$ cat config.mk
export PLATFORM = sky130hd
export DESIGN_NAME = bignum_seq_ctrl_flat
export DESIGN_NICKNAME = d
export VERILOG_FILES = /design/src/rtl/bignum_ctrl_pkg.sv /design/src/rtl/bignum_seq_ctrl_if.sv /design/src/rtl/gpio_seq_sync.sv /design/src/rtl/bignum_seq_ctrl.sv /design/src/flat_wrapper.sv
export SDC_FILE = /design/constraint.sdc
export NUM_CORES = 1
export LEC_CHECK = 0
export CELL_PAD_IN_SITES_DETAIL_PLACEMENT = 1
export CELL_PAD_IN_SITES_GLOBAL_PLACEMENT = 1
export CORE_ASPECT_RATIO = 0.5
export CORE_UTILIZATION = 32
export CTS_BUF_LIST = sky130_fd_sc_hd__clkbuf_8
export CTS_CLUSTER_SIZE = 20
export DETAILED_ROUTE_END_ITERATION = 8
export PLACE_DENSITY = 0.8
export SETUP_SLACK_MARGIN = 0.3
export SLEW_MARGIN = 20
export SYNTH_ARGS = -nofsm -noshare
export SYNTH_HDL_FRONTEND = slang
export SYNTH_HIERARCHICAL = 1
export SYNTH_SLANG_ARGS = --single-unit
$ cat constraint.sdc
create_clock -name clk_i -period 2.8 [get_ports clk_i]
set_clock_uncertainty 0.2 [all_clocks]
set_input_delay 0.28 -clock clk_i [delete_from_list [all_inputs] [get_ports clk_i]]
set_output_delay 0.28 -clock clk_i [all_outputs]
set_load 0.02 [all_outputs]
$ cat src/rtl/bignum_ctrl_pkg.sv
// bignum_ctrl_pkg: shared encodings for the big-number sequencer,
// its engines and the firmware header generator.
package bignum_ctrl_pkg;

   localparam int SEQ_W  = 7;
   localparam int WORD_W = 32;
   localparam int IDX_W  = 3;
   localparam int TMR_W  = 13;

   localparam int ST_ERR    = 2;
   localparam int ST_BUSY   = 1;
   localparam int ST_UNLOAD = 0;

   typedef enum logic [2:0] {
      S_IDLE,
      S_LOAD,
      S_START,
      S_BUSY,
      S_UNLOAD,
      S_ERR
   } state_e;

   typedef enum logic [1:0] {
      OP_NONE = 2'b00,
      OP_MUL  = 2'b01,
      OP_DIV  = 2'b10,
      OP_BAD  = 2'b11
   } op_e;

   function automatic logic [2:0] status_of(state_e s);
      logic [2:0] st;
      st            = '0;
      st[ST_ERR]    = (s == S_ERR);
      st[ST_BUSY]   = (s == S_BUSY);
      st[ST_UNLOAD] = (s == S_UNLOAD);
      return st;
   endfunction

endpackage

$ cat src/rtl/bignum_seq_ctrl_if.sv
// bignum_seq_ctrl_if: shared operand/result bus between the
// sequencer (master) and the mul128/div64 engines (slave).
interface bignum_seq_ctrl_if;
   import bignum_ctrl_pkg::*;

   logic [WORD_W-1:0] eng_wdata;
   logic [IDX_W-1:0]  eng_widx;
   logic              mul_wvalid;
   logic              div_wvalid;
   logic              mul_start;
   logic              div_start;
   logic              mul_done;
   logic              div_done;
   logic [IDX_W-1:0]  eng_ridx;
   logic [WORD_W-1:0] mul_rdata;
   logic [WORD_W-1:0] div_rdata;

   modport master (
      output eng_wdata, eng_widx,
      output mul_wvalid, div_wvalid,
      output mul_start, div_start,
      output eng_ridx,
      input  mul_done, div_done,
      input  mul_rdata, div_rdata
   );

   modport slave (
      input  eng_wdata, eng_widx,
      input  mul_wvalid, div_wvalid,
      input  mul_start, div_start,
      input  eng_ridx,
      output mul_done, div_done,
      output mul_rdata, div_rdata
   );

endinterface

$ cat src/rtl/gpio_seq_sync.sv
// gpio_seq_sync: 2-flop synchroniser for the MB sequence number
// plus a one-cycle stability detector to mask multi-bit skew.
module gpio_seq_sync
   import bignum_ctrl_pkg::*;
(
   input  logic             clk_i,
   input  logic             rst_ni,
   input  logic [SEQ_W-1:0] seq_i,
   output logic [SEQ_W-1:0] seq_s_o,
   output logic             seq_stable_o
);

   logic [SEQ_W-1:0] meta_q;
   logic [SEQ_W-1:0] sync_q;
   logic [SEQ_W-1:0] prev_q;

   always_ff @(posedge clk_i or negedge rst_ni) begin
      if (!rst_ni) begin
         meta_q <= '0;
         sync_q <= '0;
         prev_q <= '0;
      end else begin
         meta_q <= seq_i;
         sync_q <= meta_q;
         prev_q <= sync_q;
      end
   end

   assign seq_s_o      = sync_q;
   assign seq_stable_o = (sync_q == prev_q);

endmodule

$ cat src/rtl/bignum_seq_ctrl.sv
// bignum_seq_ctrl: MicroBlaze GPIO mailbox sequencer for the
// mul128/div64 engines (command, operands, start, result unload).
module bignum_seq_ctrl
   import bignum_ctrl_pkg::*;
#(
   parameter int unsigned MUL_IN_WORDS  = 8,
   parameter int unsigned MUL_RES_WORDS = 8,
   parameter int unsigned DIV_IN_WORDS  = 4,
   parameter int unsigned DIV_RES_WORDS = 4,
   parameter int unsigned TIMEOUT_CYC   = 4096
) (
   input  logic              clk_i,
   input  logic              rst_ni,
   input  logic [WORD_W-1:0] mb_data_i,
   input  logic [SEQ_W-1:0]  mb_seq_i,
   output logic [SEQ_W-1:0]  ack_seq_o,
   output logic [WORD_W-1:0] rd_data_o,
   output logic [2:0]        status_o,
   bignum_seq_ctrl_if.master eng
);

   if (MUL_IN_WORDS < 1 || MUL_IN_WORDS > 8 ||
       MUL_RES_WORDS < 1 || MUL_RES_WORDS > 8 ||
       DIV_IN_WORDS < 1 || DIV_IN_WORDS > 8 ||
       DIV_RES_WORDS < 1 || DIV_RES_WORDS > 8 ||
       TIMEOUT_CYC < 1 || TIMEOUT_CYC > 8192) begin : g_bad_param
      $error("bignum_seq_ctrl: word counts 1..8, TIMEOUT_CYC 1..8192");
   end

   localparam logic [TMR_W-1:0] TMO_LAST = TMR_W'(TIMEOUT_CYC - 1);

   state_e            state_q, state_d;
   op_e               op_q, op_d;
   logic [IDX_W-1:0]  widx_q, widx_d;
   logic [IDX_W-1:0]  ridx_q, ridx_d;
   logic [IDX_W-1:0]  eidx_q, eidx_d;
   logic [TMR_W-1:0]  tmr_q, tmr_d;
   logic [SEQ_W-1:0]  ack_q, ack_d;
   logic [SEQ_W-1:0]  pseq_q, pseq_d;
   logic [1:0]        pend_q, pend_d;
   logic [WORD_W-1:0] rd_q, rd_d;
   logic [WORD_W-1:0] wdata_q, wdata_d;
   logic              mwv_q, mwv_d, dwv_q, dwv_d;
   logic              mst_q, mst_d, dst_q, dst_d;

   logic [SEQ_W-1:0]  seq_s;
   logic              seq_stable;
   logic              abort;
   logic              acc;
   logic              is_mul;
   logic              done_sel;
   logic [IDX_W-1:0]  in_last;
   logic [IDX_W-1:0]  res_last;
   logic [WORD_W-1:0] rdata_sel;

   gpio_seq_sync u_sync (
      .clk_i        (clk_i),
      .rst_ni       (rst_ni),
      .seq_i        (mb_seq_i),
      .seq_s_o      (seq_s),
      .seq_stable_o (seq_stable)
   );

   // Accepts are blocked until the previous one has been acknowledged.
   assign abort     = (seq_s == '0);
   assign acc       = seq_stable && !abort && (seq_s != ack_q) &&
                      (pend_q == 2'b00);
   assign is_mul    = (op_q == OP_MUL);
   assign in_last   = is_mul ? IDX_W'(MUL_IN_WORDS - 1)
                             : IDX_W'(DIV_IN_WORDS - 1);
   assign res_last  = is_mul ? IDX_W'(MUL_RES_WORDS - 1)
                             : IDX_W'(DIV_RES_WORDS - 1);
   assign rdata_sel = is_mul ? eng.mul_rdata : eng.div_rdata;
   // While start is on the bus the engine still shows the previous done.
   assign done_sel  = (is_mul ? eng.mul_done : eng.div_done) &&
                      !(mst_q || dst_q);

   always_comb begin
      state_d = state_q;
      op_d    = op_q;
      widx_d  = widx_q;
      ridx_d  = ridx_q;
      eidx_d  = eidx_q;
      tmr_d   = tmr_q;
      ack_d   = ack_q;
      pseq_d  = pseq_q;
      pend_d  = {pend_q[0], 1'b0};
      rd_d    = rd_q;
      wdata_d = wdata_q;
      mwv_d   = 1'b0;
      dwv_d   = 1'b0;
      mst_d   = 1'b0;
      dst_d   = 1'b0;

      if (pend_q[1]) ack_d = pseq_q;
      if (pend_q[0] && state_q == S_UNLOAD) rd_d = rdata_sel;

      unique case (state_q)
         S_IDLE: if (acc) begin
            pend_d = 2'b01;
            pseq_d = seq_s;
            widx_d = '0;
            unique case (1'b1)
               (mb_data_i[1:0] == OP_MUL): begin
                  op_d    = OP_MUL;
                  state_d = S_LOAD;
               end
               (mb_data_i[1:0] == OP_DIV): begin
                  op_d    = OP_DIV;
                  state_d = S_LOAD;
               end
               default: state_d = S_ERR;
            endcase
         end
         S_LOAD: if (acc) begin
            pend_d  = 2'b01;
            pseq_d  = seq_s;
            wdata_d = mb_data_i;
            eidx_d  = widx_q;
            mwv_d   = is_mul;
            dwv_d   = !is_mul;
            widx_d  = widx_q + 1'b1;
            if (widx_q == in_last) state_d = S_START;
         end
         S_START: begin
            if (acc) begin
               state_d = S_ERR;
            end else begin
               mst_d   = is_mul;
               dst_d   = !is_mul;
               tmr_d   = '0;
               ridx_d  = '0;
               state_d = S_BUSY;
            end
         end
         S_BUSY: begin
            if (acc) begin
               state_d = S_ERR;
            end else if (done_sel) begin
               state_d = S_UNLOAD;
               rd_d    = rdata_sel;
            end else if (tmr_q == TMO_LAST) begin
               state_d = S_ERR;
            end else begin
               tmr_d = tmr_q + 1'b1;
            end
         end
         S_UNLOAD: if (acc) begin
            pend_d = 2'b01;
            pseq_d = seq_s;
            if (ridx_q == res_last) state_d = S_IDLE;
            else ridx_d = ridx_q + 1'b1;
         end
         S_ERR: ;
         default: state_d = S_IDLE;
      endcase

      if (abort) begin
         state_d = S_IDLE;
         ack_d   = '0;
         pend_d  = '0;
         widx_d  = '0;
         ridx_d  = '0;
         tmr_d   = '0;
         mwv_d   = 1'b0;
         dwv_d   = 1'b0;
         mst_d   = 1'b0;
         dst_d   = 1'b0;
      end
   end

   always_ff @(posedge clk_i or negedge rst_ni) begin
      if (!rst_ni) begin
         state_q <= S_IDLE;
         op_q    <= OP_MUL;
         widx_q  <= '0;
         ridx_q  <= '0;
         eidx_q  <= '0;
         tmr_q   <= '0;
         ack_q   <= '0;
         pseq_q  <= '0;
         pend_q  <= '0;
         rd_q    <= '0;
         wdata_q <= '0;
         mwv_q   <= 1'b0;
         dwv_q   <= 1'b0;
         mst_q   <= 1'b0;
         dst_q   <= 1'b0;
      end else begin
         state_q <= state_d;
         op_q    <= op_d;
         widx_q  <= widx_d;
         ridx_q  <= ridx_d;
         eidx_q  <= eidx_d;
         tmr_q   <= tmr_d;
         ack_q   <= ack_d;
         pseq_q  <= pseq_d;
         pend_q  <= pend_d;
         rd_q    <= rd_d;
         wdata_q <= wdata_d;
         mwv_q   <= mwv_d;
         dwv_q   <= dwv_d;
         mst_q   <= mst_d;
         dst_q   <= dst_d;
      end
   end

   assign ack_seq_o      = ack_q;
   assign rd_data_o      = rd_q;
   assign status_o       = status_of(state_q);
   assign eng.eng_wdata  = wdata_q;
   assign eng.eng_widx   = eidx_q;
   assign eng.mul_wvalid = mwv_q;
   assign eng.div_wvalid = dwv_q;
   assign eng.mul_start  = mst_q;
   assign eng.div_start  = dst_q;
   assign eng.eng_ridx   = ridx_q;

endmodule

$ cat src/flat_wrapper.sv
// flat-port wrapper written by rule: the top's interface ports become plain ports
module bignum_seq_ctrl_flat import bignum_ctrl_pkg::*;
#(
   parameter int unsigned MUL_IN_WORDS  = 8,
   parameter int unsigned MUL_RES_WORDS = 8,
   parameter int unsigned DIV_IN_WORDS  = 4,
   parameter int unsigned DIV_RES_WORDS = 4,
   parameter int unsigned TIMEOUT_CYC   = 4096
)
  (clk_i, rst_ni, mb_data_i, mb_seq_i, ack_seq_o, rd_data_o, status_o, eng_eng_wdata, eng_eng_widx, eng_mul_wvalid, eng_div_wvalid, eng_mul_start, eng_div_start, eng_eng_ridx, eng_mul_done, eng_div_done, eng_mul_rdata, eng_div_rdata);
  bignum_seq_ctrl_if eng_i ();
  input  logic clk_i;
  input  logic rst_ni;
  input  logic [WORD_W-1:0] mb_data_i;
  input  logic [SEQ_W-1:0] mb_seq_i;
  output logic [SEQ_W-1:0] ack_seq_o;
  output logic [WORD_W-1:0] rd_data_o;
  output logic [2:0] status_o;
  output wire logic [$bits(eng_i.eng_wdata)-1:0] eng_eng_wdata;
  output wire logic [$bits(eng_i.eng_widx)-1:0] eng_eng_widx;
  output wire logic [$bits(eng_i.mul_wvalid)-1:0] eng_mul_wvalid;
  output wire logic [$bits(eng_i.div_wvalid)-1:0] eng_div_wvalid;
  output wire logic [$bits(eng_i.mul_start)-1:0] eng_mul_start;
  output wire logic [$bits(eng_i.div_start)-1:0] eng_div_start;
  output wire logic [$bits(eng_i.eng_ridx)-1:0] eng_eng_ridx;
  input wire logic [$bits(eng_i.mul_done)-1:0] eng_mul_done;
  input wire logic [$bits(eng_i.div_done)-1:0] eng_div_done;
  input wire logic [$bits(eng_i.mul_rdata)-1:0] eng_mul_rdata;
  input wire logic [$bits(eng_i.div_rdata)-1:0] eng_div_rdata;
  assign eng_eng_wdata = eng_i.eng_wdata;
  assign eng_eng_widx = eng_i.eng_widx;
  assign eng_mul_wvalid = eng_i.mul_wvalid;
  assign eng_div_wvalid = eng_i.div_wvalid;
  assign eng_mul_start = eng_i.mul_start;
  assign eng_div_start = eng_i.div_start;
  assign eng_eng_ridx = eng_i.eng_ridx;
  assign eng_i.mul_done = eng_mul_done;
  assign eng_i.div_done = eng_div_done;
  assign eng_i.mul_rdata = eng_mul_rdata;
  assign eng_i.div_rdata = eng_div_rdata;
  bignum_seq_ctrl #(.MUL_IN_WORDS(MUL_IN_WORDS), .MUL_RES_WORDS(MUL_RES_WORDS), .DIV_IN_WORDS(DIV_IN_WORDS), .DIV_RES_WORDS(DIV_RES_WORDS), .TIMEOUT_CYC(TIMEOUT_CYC)) u_core (.clk_i(clk_i), .rst_ni(rst_ni), .mb_data_i(mb_data_i), .mb_seq_i(mb_seq_i), .ack_seq_o(ack_seq_o), .rd_data_o(rd_data_o), .status_o(status_o), .eng(eng_i));
endmodule
==> metrics.md <==
| Metric | Value |
|---|---|
| Area of the core | approximately 17000 um^2 |
| Clock tree buffer depth | 2 |
| Post-route clock period utilization | between 90% and 100% |
| Crit. End Element | flip-flop |
| Number of synthesized flops with an enable pin | 0 |
| Gate Count Post-Synth | 551 |
| Worst path bufs/invs | 2 |
| Vias per cell | slightly below 5 |
| Worst-Margin Slew | 623 ps |
| Mapped Avg Cell Area | 10.3 um^2 |
| Max-capacitance violation count | 0 |
| CP required | 2940 ps |
| Root Buffer | clkbuf_8 |
| Crit path max-delay cell type | dfrtp_1 |
| H-Tree Depth | 4 |
| Peak Freq | 360 MHz |
| P_leak | 0.00408 uW |
| Via Count | around 5000 |
| DRT Pass-1 Iters | 4 |
| Critical Path AT | 2920 ps |
| Final setup viols | 0 |
| DRT iter0 DRCs | 214 |
| Setup TNS | 0 ps |
| Final net count | 900 |
| Site row count | 33 |
| # IOs | 191 |
| Detailed-route DRC error count | 0 |
| Initial Utilization | 33.7% |
| GPL Wtd Cong | 0.805 |
| Share of post-route cells with drive strength above 1 | 19.0% |
| Distinct cell type count after synthesis | slightly below 50 |
| Die W | around 190 um |
| Final wirelength | ~20000 um |
| Type of the worst setup path | flip-flop to flip-flop |
| Routed wire per std cell | 19.2 um |
| Sequential area share after synthesis | 58.2% |
| CP Launch Type | flip-flop |
| Worst hold path type | input pin to flip-flop |
| Port Buf Inserts | 190 |
| RSZ-0062 raised after global routing | yes |
| Commonest non-fill, non-tap cell in the layout | clkdlybuf4s50_1 |
| CTS clk-pin slew, worst paths | 90 ps |
| Yosys reg bits | 132 |
| Die area | 18300 um^2 |
| Initial antenna violation count | 0 |
| Synthesized area | 5680 um^2 |
| Post-Route Utilization | between 50% and 60% |
| Primary FF master, synth | dfrtp_1 |
| Global-route wire length before repair | 29400 um |
| Max Slew Vio Count | 0 |
| Worst-path maximum fanout | 4 |
| Placed cell count | 967 |
| Largest net degree at the start of global routing | 49 |
| DPL Wire Length | between 10000 and 15000 um |
| Synth-to-layout area growth | 60.8% |
| Largest stage delay on the critical path | 450 ps |
| Worst skew pair latency | 450 ps |
| Synth Net Count | 662 |
| Chip height | 96.2 um |
| Worst path top cell family by delay | simple AND/OR/NAND/NOR gates |
| Tmin final | 2780 ps |
| Most frequent cells in the layout | clkdlybuf4s50_1 (186), nand2_1 (149), dfrtp_1 (123) |
| Critical path's most frequent cell | or3_4 |
| Relative slew margins | 58.5% |
| Post-route insts no fill | between 1000 and 1500 |
| Finished Cell Area | a little over 9000 um^2 |
| Overflow after GRT | 0 |
| Total GRT Usage | 21.3% |
| Number of global-route vias before repair | about 5500 |
| Dpl cell area | 8020 um^2 |
| Cell area power density | 566 nW/um^2 |
| Num CTS Buffers | 17 |
| TritonCTS Sinks | 132 |
| Final hold vios | 0 |
| Async SR Flop Fraction | 100% |
| Status | finished, final reports clean |
| DRT antenna net count | 0 |
| Peak VDD IR | 0.000300 V |
| Critical-path cell list | xnor2_2 -> nand4_1 -> nor4_2 -> inv_1 -> a2111oi_4 -> buf_12 -> nand2_4 -> or3_4 -> or3_4 -> mux2_4 |
| Yosys synthesis warning count | 6 |
| # diodes | 0 |
| CTS tree | yes |
layer usage:
metal,track usage (%),vias to the layer above,part of all wire [%]
met5,0,-,0
met4,7.73,0,2.1
met3,4.12,31,3.1
met2,38.2,98,52
met1,25.7,2590,43
li1,-,2338,-
stage by stage:
stage,setup WS [ps],total power [uW],hold WS [ps]
floorplan,113,2750,-216
global placement,65.5,3290,132
detailed placement,22.1,3330,129
CTS,32.8,5140,50.6
global route,-102,5390,42.3
finish,21.0,5170,75.5
synthesized netlist by cell type, types with 3 or more instances:
cell type	count	share of area, %
xnor2_1	6	0.93
a21oi_1	11	0.97
clkbuf_1	22	1.5
or3_1	3	0.33
dfrtp_1	131	58
and3_1	3	0.33
or2_2	4	0.44
nor3_1	6	0.53
ha_1	4	0.88
xor2_1	14	2.2
o21ai_0	45	4.0
nor2_1	26	1.7
o31ai_1	4	0.53
and2_1	4	0.44
nand2b_1	3	0.33
nand4_1	5	0.55
nand2_1	151	10
inv_1	8	0.53
mux2i_1	42	7.4
nand3_1	13	1.1
mux2_2	7	1.4
nor2b_1	3	0.33
sequential cells by signal, summed over array words and instances (netlist names), 3 cells and up:
register	cells
u_core/ack_seq_o	7
u_core/eng.eng_ridx	3
u_core/eng.eng_wdata	32
u_core/eng.eng_widx	3
u_core/pseq_q	7
u_core/rd_data_o	32
u_core/state_q	3
u_core/tmr_q	13
u_core/u_sync/meta_q	7
u_core/u_sync/prev_q	7
u_core/u_sync/seq_s_o	7
u_core/widx_q	3
final timing paths:
kind / from / endpoint / slack, ps / cells after the start
setup / recovery: u_core/u_sync/seq_s_o[5] / u_core/op_q[1] / 20 / 10
hold reg to reg: u_core/u_sync/meta_q[6] / u_core/u_sync/seq_s_o[6] / 150 / 0
max in group asynchronous: rst_ni / u_core/eng.eng_wdata[8] / 1430 / 3
min in group asynchronous: rst_ni / u_core/rd_data_o[17] / 200 / 2
hold / removal: mb_seq_i[6] / u_core/u_sync/meta_q[6] / 80 / 1
setup reg to reg: u_core/u_sync/seq_s_o[5] / u_core/op_q[1] / 20 / 10
area by class of cell:
type | instances | area [um^2]
Timing Repair Buffer | 245 | 2540
Multi-Input combinational cell | 384 | 2520
Tap cell | 227 | 284
Sequential cell | 132 | 3310
Clock buffer | 17 | 234
Inverter | 9 | 37.5
Clock inverter | 15 | 194
Fill cell | 1835 | 7720
power by group:
| part | total [uW] | internal, uW | switching (uW) |
|---|---|---|---|
| Clock | 1760 | 904 | 860 |
| Combinational | 1210 | 604 | 602 |
| Sequential | 2200 | 2070 | 128 |
| Total | 5170 | 3580 | 1590 |
cell families (layout without fill, tap and decap cells):
kind of cell               count (synthesis)  in the layout  synth area share, %
AOI/OAI and AO/OA                         76             76                 8.16
adders and majority gates                  4              4                0.882
buffers and inverters                     35            286                 2.36
DFF                                      132            132                 58.2
muxes                                     50             50                 9.06
xor gates and xnor gates                  20             20                 3.09
and+or+nand+nor                          234            234                 18.2
what timing repair did:
item,in CTS,in global routing
pin swaps,14,4
cloned,4,2
gates resized for setup,40,43
endpoints found under the hold margin,40,0
setup buffers,14,9
endpoints found under the setup margin,76,101
hold buffers,1,0
No activity file was read; power rests on OpenSTA's default activity.
